File: config.mk
export PLATFORM = sky130hd
export DESIGN_NAME = dll_code_tracker
export DESIGN_NICKNAME = d
export VERILOG_FILES = /design/src/rtl/dll_code_tracker.sv
export SDC_FILE = /design/constraint.sdc
export NUM_CORES = 1
export LEC_CHECK = 0
export CAP_MARGIN = 20
export CELL_PAD_IN_SITES_DETAIL_PLACEMENT = 1
export CELL_PAD_IN_SITES_GLOBAL_PLACEMENT = 2
export CORE_MARGIN = 5
export CORE_UTILIZATION = 37
export CTS_CLUSTER_DIAMETER = 50
export CTS_CLUSTER_SIZE = 28
export DETAILED_ROUTE_END_ITERATION = 16
export PLACE_DENSITY_LB_ADDON = 0.1
export SYNTH_ARGS = -nofsm -noshare
export SYNTH_HDL_FRONTEND = slang
export SYNTH_SLANG_ARGS = --single-unit
File: constraint.sdc
create_clock -name CLK -period 5.79 [get_ports CLK]
set_clock_uncertainty 0.2 [all_clocks]
set_input_delay 1.158 -clock CLK [delete_from_list [all_inputs] [get_ports CLK]]
set_output_delay 1.158 -clock CLK [all_outputs]
set_load 0.03 [all_outputs]
File: src/rtl/dll_code_tracker.sv
// DLL power-up sequencing, lock filtering and delay-code capture, with staggered
// per-lane distribution and rate-limited drift-driven code updates.
module dll_code_tracker #(
    parameter int CODE_WIDTH    = 8,
    parameter int NUM_LANES     = 4,
    parameter int LOCK_FILTER   = 8,
    parameter int LOCK_TIMEOUT  = 1024,
    parameter int STABLE_CYCLES = 16,
    parameter int HYST          = 2,
    parameter int UPDATE_GAP    = 64
) (
    input  logic                            CLK,
    input  logic                            RESET_N,
    input  logic                            ENABLE,
    input  logic                            FORCE_UPDATE,
    input  logic                            CLEAR_STATUS,
    input  logic                            DLL_LOCK,
    input  logic                            DLL_DELAY_DIFF,
    input  logic [CODE_WIDTH-1:0]           DLL_CODE,
    output logic                            DLL_POWERDOWN_N,
    output logic                            DLL_CODE_UPDATE,
    output logic [NUM_LANES*CODE_WIDTH-1:0] LANE_CODE,
    output logic [NUM_LANES-1:0]            LANE_LOAD,
    output logic                            LOCKED,
    output logic                            LOCK_LOST,
    output logic                            LOCK_FAIL,
    output logic [15:0]                     UPDATE_COUNT,
    output logic [2:0]                      STATE
);

    localparam logic [2:0] IDLE       = 3'd0;
    localparam logic [2:0] POWERUP    = 3'd1;
    localparam logic [2:0] SAMPLE     = 3'd2;
    localparam logic [2:0] DISTRIBUTE = 3'd3;
    localparam logic [2:0] TRACK      = 3'd4;
    localparam logic [2:0] UPDATE     = 3'd5;

    localparam int LIW = (NUM_LANES > 1) ? $clog2(NUM_LANES) : 1;
    localparam int LKW = $clog2(LOCK_FILTER + 1);
    localparam int PUW = $clog2(LOCK_TIMEOUT + 1);
    localparam int STW = $clog2(STABLE_CYCLES + 1);
    localparam int GPW = $clog2(UPDATE_GAP + 1);

    localparam logic [LIW-1:0]        LANE_LAST = LIW'(NUM_LANES - 1);
    localparam logic [LKW-1:0]        LK_MAX    = LKW'(LOCK_FILTER);
    localparam logic [PUW-1:0]        PU_LAST   = PUW'(LOCK_TIMEOUT - 1);
    localparam logic [STW-1:0]        ST_LAST   = STW'(STABLE_CYCLES - 1);
    localparam logic [STW-1:0]        ST_MAX    = STW'(STABLE_CYCLES);
    localparam logic [GPW-1:0]        GAP_MAX   = GPW'(UPDATE_GAP);
    localparam logic [CODE_WIDTH:0]   HYST_C    = (CODE_WIDTH + 1)'(HYST);

    logic [2:0]            state;
    logic                  lk_meta, lk, lk_d;
    logic                  dd_meta, dd;
    logic [LKW-1:0]        lock_cnt;
    logic [PUW-1:0]        pu_cnt;
    logic [STW-1:0]        stab_cnt;
    logic [STW-1:0]        drift_cnt;
    logic [GPW-1:0]        gap_cnt;
    logic [LIW-1:0]        lane_idx;
    logic [CODE_WIDTH-1:0] cand;
    logic [CODE_WIDTH-1:0] held;
    logic [CODE_WIDTH:0]   drift;
    logic                  drift_hit;
    logic                  lock_loss;

    assign STATE = state;

    always_comb begin
        drift = '0;
        if (DLL_CODE >= held) drift = {1'b0, DLL_CODE - held};
        else                  drift = {1'b0, held - DLL_CODE};
    end

    assign drift_hit = (drift > HYST_C) || dd;
    // Lock loss needs two consecutive low synced samples while past POWERUP.
    assign lock_loss = !lk && !lk_d &&
                       (state == SAMPLE || state == DISTRIBUTE ||
                        state == TRACK  || state == UPDATE);

    always_ff @(posedge CLK or negedge RESET_N) begin
        if (!RESET_N) begin
            state           <= IDLE;
            lk_meta         <= 1'b0;
            lk              <= 1'b0;
            lk_d            <= 1'b0;
            dd_meta         <= 1'b0;
            dd              <= 1'b0;
            lock_cnt        <= '0;
            pu_cnt          <= '0;
            stab_cnt        <= '0;
            drift_cnt       <= '0;
            gap_cnt         <= '0;
            lane_idx        <= '0;
            cand            <= '0;
            held            <= '0;
            DLL_POWERDOWN_N <= 1'b0;
            DLL_CODE_UPDATE <= 1'b0;
            LANE_CODE       <= '0;
            LANE_LOAD       <= '0;
            LOCKED          <= 1'b0;
            LOCK_LOST       <= 1'b0;
            LOCK_FAIL       <= 1'b0;
            UPDATE_COUNT    <= '0;
        end else begin
            lk_meta         <= DLL_LOCK;
            lk              <= lk_meta;
            lk_d            <= lk;
            dd_meta         <= DLL_DELAY_DIFF;
            dd              <= dd_meta;
            LANE_LOAD       <= '0;
            DLL_CODE_UPDATE <= 1'b0;

            // Set events below override a coincident clear.
            if (CLEAR_STATUS) begin
                LOCK_LOST <= 1'b0;
                LOCK_FAIL <= 1'b0;
            end

            if (!ENABLE) begin
                state           <= IDLE;
                LOCKED          <= 1'b0;
                DLL_POWERDOWN_N <= 1'b0;
            end else if (lock_loss) begin
                state    <= POWERUP;
                LOCKED   <= 1'b0;
                pu_cnt   <= '0;
                lock_cnt <= '0;
                if (LOCKED) LOCK_LOST <= 1'b1;
            end else begin
                case (state)
                    IDLE: begin
                        state           <= POWERUP;
                        DLL_POWERDOWN_N <= 1'b1;
                        pu_cnt          <= '0;
                        lock_cnt        <= '0;
                    end
                    POWERUP: begin
                        if (lock_cnt == LK_MAX) begin
                            state    <= SAMPLE;
                            cand     <= DLL_CODE;
                            stab_cnt <= '0;
                        end else if (pu_cnt == PU_LAST) begin
                            state           <= IDLE;
                            LOCK_FAIL       <= 1'b1;
                            DLL_POWERDOWN_N <= 1'b0;
                        end else begin
                            pu_cnt   <= pu_cnt + PUW'(1);
                            lock_cnt <= lk ? lock_cnt + LKW'(1) : '0;
                        end
                    end
                    SAMPLE: begin
                        if (stab_cnt == ST_LAST) begin
                            held     <= cand;
                            lane_idx <= '0;
                            state    <= DISTRIBUTE;
                        end else if (DLL_CODE == cand) begin
                            stab_cnt <= stab_cnt + STW'(1);
                        end else begin
                            cand     <= DLL_CODE;
                            stab_cnt <= '0;
                        end
                    end
                    DISTRIBUTE: begin
                        LANE_CODE[int'(lane_idx)*CODE_WIDTH +: CODE_WIDTH] <= held;
                        LANE_LOAD <= NUM_LANES'(1) << lane_idx;
                        lane_idx  <= lane_idx + LIW'(1);
                        if (lane_idx == LANE_LAST) begin
                            if (UPDATE_COUNT != '1) UPDATE_COUNT <= UPDATE_COUNT + 16'd1;
                            LOCKED    <= 1'b1;
                            gap_cnt   <= '0;
                            drift_cnt <= '0;
                            state     <= TRACK;
                        end
                    end
                    TRACK: begin
                        if (drift_hit) begin
                            if (drift_cnt != ST_MAX) drift_cnt <= drift_cnt + STW'(1);
                        end else begin
                            drift_cnt <= '0;
                        end
                        if (gap_cnt != GAP_MAX) gap_cnt <= gap_cnt + GPW'(1);
                        if (FORCE_UPDATE || (drift_cnt >= ST_MAX && gap_cnt == GAP_MAX)) begin
                            state           <= UPDATE;
                            DLL_CODE_UPDATE <= 1'b1;
                        end
                    end
                    UPDATE: begin
                        state    <= SAMPLE;
                        cand     <= DLL_CODE;
                        stab_cnt <= '0;
                    end
                    default: begin
                        state           <= IDLE;
                        DLL_POWERDOWN_N <= 1'b0;
                    end
                endcase
            end
        end
    end

endmodule
==> results.py <==
metrics = {
    "setup_path": {
        "worstSetupEndpointType": "flip-flop",
        "crit_fanout": 10,
        "crit_arrival_ns": 4.16,
        "cp_slowest_stage_delay_ns": 0.55,
        "worstSetupPathType": "in2reg",
        "path_cells": "clkdlybuf4s50_1 > inv_1 > ha_1 > nand2_1 > o21ai_0 > xor2_1 > or4_1 > or4_4 > a41o_1 > o2bb2ai_1",
        "cp-start-kind": "input port",
        "cp.required_ns": 5.88,
        "slowest_stage": "or4_4",
    },
    "global_route": {
        "antenna_found_initial": 0,
        "grt_pass1_wl_um": 26800,
        "grt_max_degree": 67,
        "overflow": 0,
        "grt_pass1_vias": 5169,
        "gr-usage-all-layers_pct": 18.3,
    },
    "route": {
        "viasPerCell": 5.12,
        "post_drt_wl_per_cell_um": 16.9,
        "drt-pass1-iter-count": 4,
        "wl_um": 16100,
        "drc": 0,
        "antenna_left": 0,
        "num_vias": 4862,
        "first_iter_violations": 162,
    },
    "logic_synthesis": {
        "yosys.cell_count.top_type": "nand2_1",
        "synthFlopType": "dfrtp_1",
        "synth.distinct_cells": 59,
        "synth_seq_area_share_pct": 48.4,
        "synth_nets": 687,
        "synth_top_area_share_pct": 48.4,
        "synthArstFlopShare_pct": 100,
        "yosysTopAreaCell": "dfrtp_1",
        "synth_area_mm2": 0.00594,
        "syn_inst": 639,
        "syn_avg_cell_area_um2": 9.30,
        "ys_top_cells_by_area": "dfrtp_1 48%, nand2_1 8.0%, ha_1 6.5%",
        "yosys_warnings": 0,
        "synth_edf_count": 0,
        "ys_seq_elements": 115,
        "synthTopCellsByCount": "127 x nand2_1, 115 x dfrtp_1, 74 x o21ai_0",
    },
    "floorplan": {
        "die_x_um": 137,
        "die_area_mm2": 0.0187,
        "placementRows": 46,
        "initial_core_util_pct": 37.5,
        "pin_count": 75,
        "core-area_mm2": 0.0158,
        "dieHeight_um": 137,
    },
    "finish": {
        "ff_latch_area_mm2": 0.00288,
        "multi_input_area_mm2": 0.00284,
        "fillers": 1780,
        "fin_area_mm2": 0.00748,
        "diodes": 0,
        "final_core_util_pct": 47.3,
        "area_delta_synth_final_pct": 25.9,
        "num-nets-final": 768,
        "final_layout_size_suffix_gt1_share_pct": 7.64,
    },
    "power_and_ir_drop": {
        "clkPwrFrac_pct": 52.6,
        "max-vdd-ir-drop_uv": 184,
        "p_switching_uw": 452,
        "swShare_pct": 23.5,
        "leakage_nw": 3.27,
        "seqPwrFrac_pct": 42.5,
        "combPwrFrac_pct": 4.9,
        "powerDensity_mw_per_mm2": 257,
        "p_int_mw": 1.47,
    },
    "timing": {
        "period_share_pct": 70.2,
        "max_freq_mhz": 246,
        "worst_slew_pin_slew_ns": 0.932,
        "maxSlewViolCount": 0,
        "rsz0062_at_grt": "false",
        "setup_tns_ns": 0,
        "finalHoldViolCount": 0,
        "timing.hold.ws_ns": 0.150,
        "setup_viol": 0,
        "relSlewSlack_pct": 37.7,
        "period_minus_slack_ns": 4.07,
    },
    "placed_design": {
        "io_buffers": 74,
        "placed_area_mm2": 0.00691,
        "gp_congestion": 0.816,
        "dp_hpwl_um": 11600,
    },
    "cts": {
        "cts_hold_buf": 0,
        "worstSkewPairLatency_ns": 0.42,
        "clk_pin_slew_worst_paths_ns": 0.06,
        "cts_tree": "done",
        "clock_sinks": 115,
        "htreeDepth": 4,
        "post-cts-setup-buffers": 0,
        "cts_buffers": 17,
        "cts_buffer_depth": 2,
        "cts_resized": 0,
        "cts-root-buf": "clkbuf_16",
    },
    "outcome": {
        "outcome": "finished clean",
    },
    "min_path": {
        "holdCritPathClass": "reg2reg",
    },
    "run": {
        "max_cap_violations": 0,
    },
}
-- through the flow --
stage | power (mW) | instances | worst slack (ns)
3_5_place_dp | 0.927 | 917 | 1.30
6_report | 1.92 | 949 | 1.72
3_3_place_gp | 0.924 | 917 | 1.36
2_1_floorplan | 0.878 | 639 | 1.99
4_1_cts | 1.95 | 949 | 1.73
5_1_grt | 2.00 | 949 | 1.62
-- critical path, delay by kind of cell --
kind	cells	cell delay [ns]
adder cells (fa/ha/maj)	1	0.50
buffers and inverters	2	0.59
AO/OA/AOI/OAI	3	0.72
AND/OR/NAND/NOR	3	1.07
XOR/XNOR	1	0.11
-- layout by cell type (no fill, tap or decap), drive strengths merged, types with 3 or more instances in the layout --
master,instances
a22o,3
nor2,34
o31ai,4
o211ai,3
inv,44
nand3b,3
nor3b,6
buf,4
nand3,23
and2,4
xnor2,16
nor3,15
nand4,12
ha,31
clkbuf,21
or3,3
o21ai,75
and3,9
nand2b,3
clkdlybuf4s50,73
a21oi,21
mux2,13
clkinv,7
a31oi,5
nor2b,3
xor2,15
o22ai,4
dfrtp,115
nand2,127
-- worst paths after layout --
path	startpoint	end	slack (ns)	cells after the start
max in group asynchronous	RESET_N	lk_d	3.56	2
min in group asynchronous	RESET_N	pu_cnt[5]	0.66	1
worst max register to register	held[0]	drift_cnt[1]	2.38	10
worst max-delay path	DLL_CODE[2]	drift_cnt[1]	1.72	10
worst min register to register	dd_meta	dd	0.15	0
worst min-delay path	dd_meta	dd	0.15	0
-- sequential cells by signal, summed over array words and instances (netlist names), 4 cells and up --
name / flops
UPDATE_COUNT: 16
gap_cnt: 7
pu_cnt: 11
LANE_CODE: 32
cand: 8
drift_cnt: 5
lock_cnt: 4
LANE_LOAD: 4
stab_cnt: 5
held: 8
-- layer usage --
metal  track usage (%)  vias to the layer above  part of all wire, %
li1                  -                     2366                    -
met1              23.4                     2390                   45
met2              30.4                       87                   49
met3              4.93                       19                  4.2
met4              5.66                        0                  1.6
met5                 0                        -                    0
-- logic make-up (layout without fill, tap and decap cells) --
logic type | after synthesis | after routing | share of synthesized area, %
AND/OR/NAND/NOR | 253 | 253 | 20.1
AO/OA/AOI/OAI | 136 | 136 | 13.5
flip-flops | 115 | 115 | 48.4
buffers and inverters | 58 | 152 | 3.81
adder cells (fa/ha/maj) | 33 | 33 | 7.20
XOR/XNOR | 31 | 31 | 4.57
multiplexers | 13 | 13 | 2.46
-- power by group through the flow --
| stage | sequential [mW] | clock [mW] | combinational [mW] |
|---|---|---|---|
| CTS | 0.817 | 1.04 | 0.0964 |
| finish | 0.817 | 1.01 | 0.0938 |
| detailed placement | 0.831 | 0 | 0.0960 |
| global placement | 0.831 | 0 | 0.0930 |
| floorplan | 0.830 | 0 | 0.0481 |
| global route | 0.817 | 1.08 | 0.107 |
-- layout make-up --
type,count,share of cell area (%)
inverters,43,2.16
multi-input cells,466,37.9
clock buffers,21,6.29
well taps,216,3.61
repair buffers,77,10.2
clock inverters,11,1.39
flip-flops and latches,115,38.5
(Power assumes the default switching activity.)
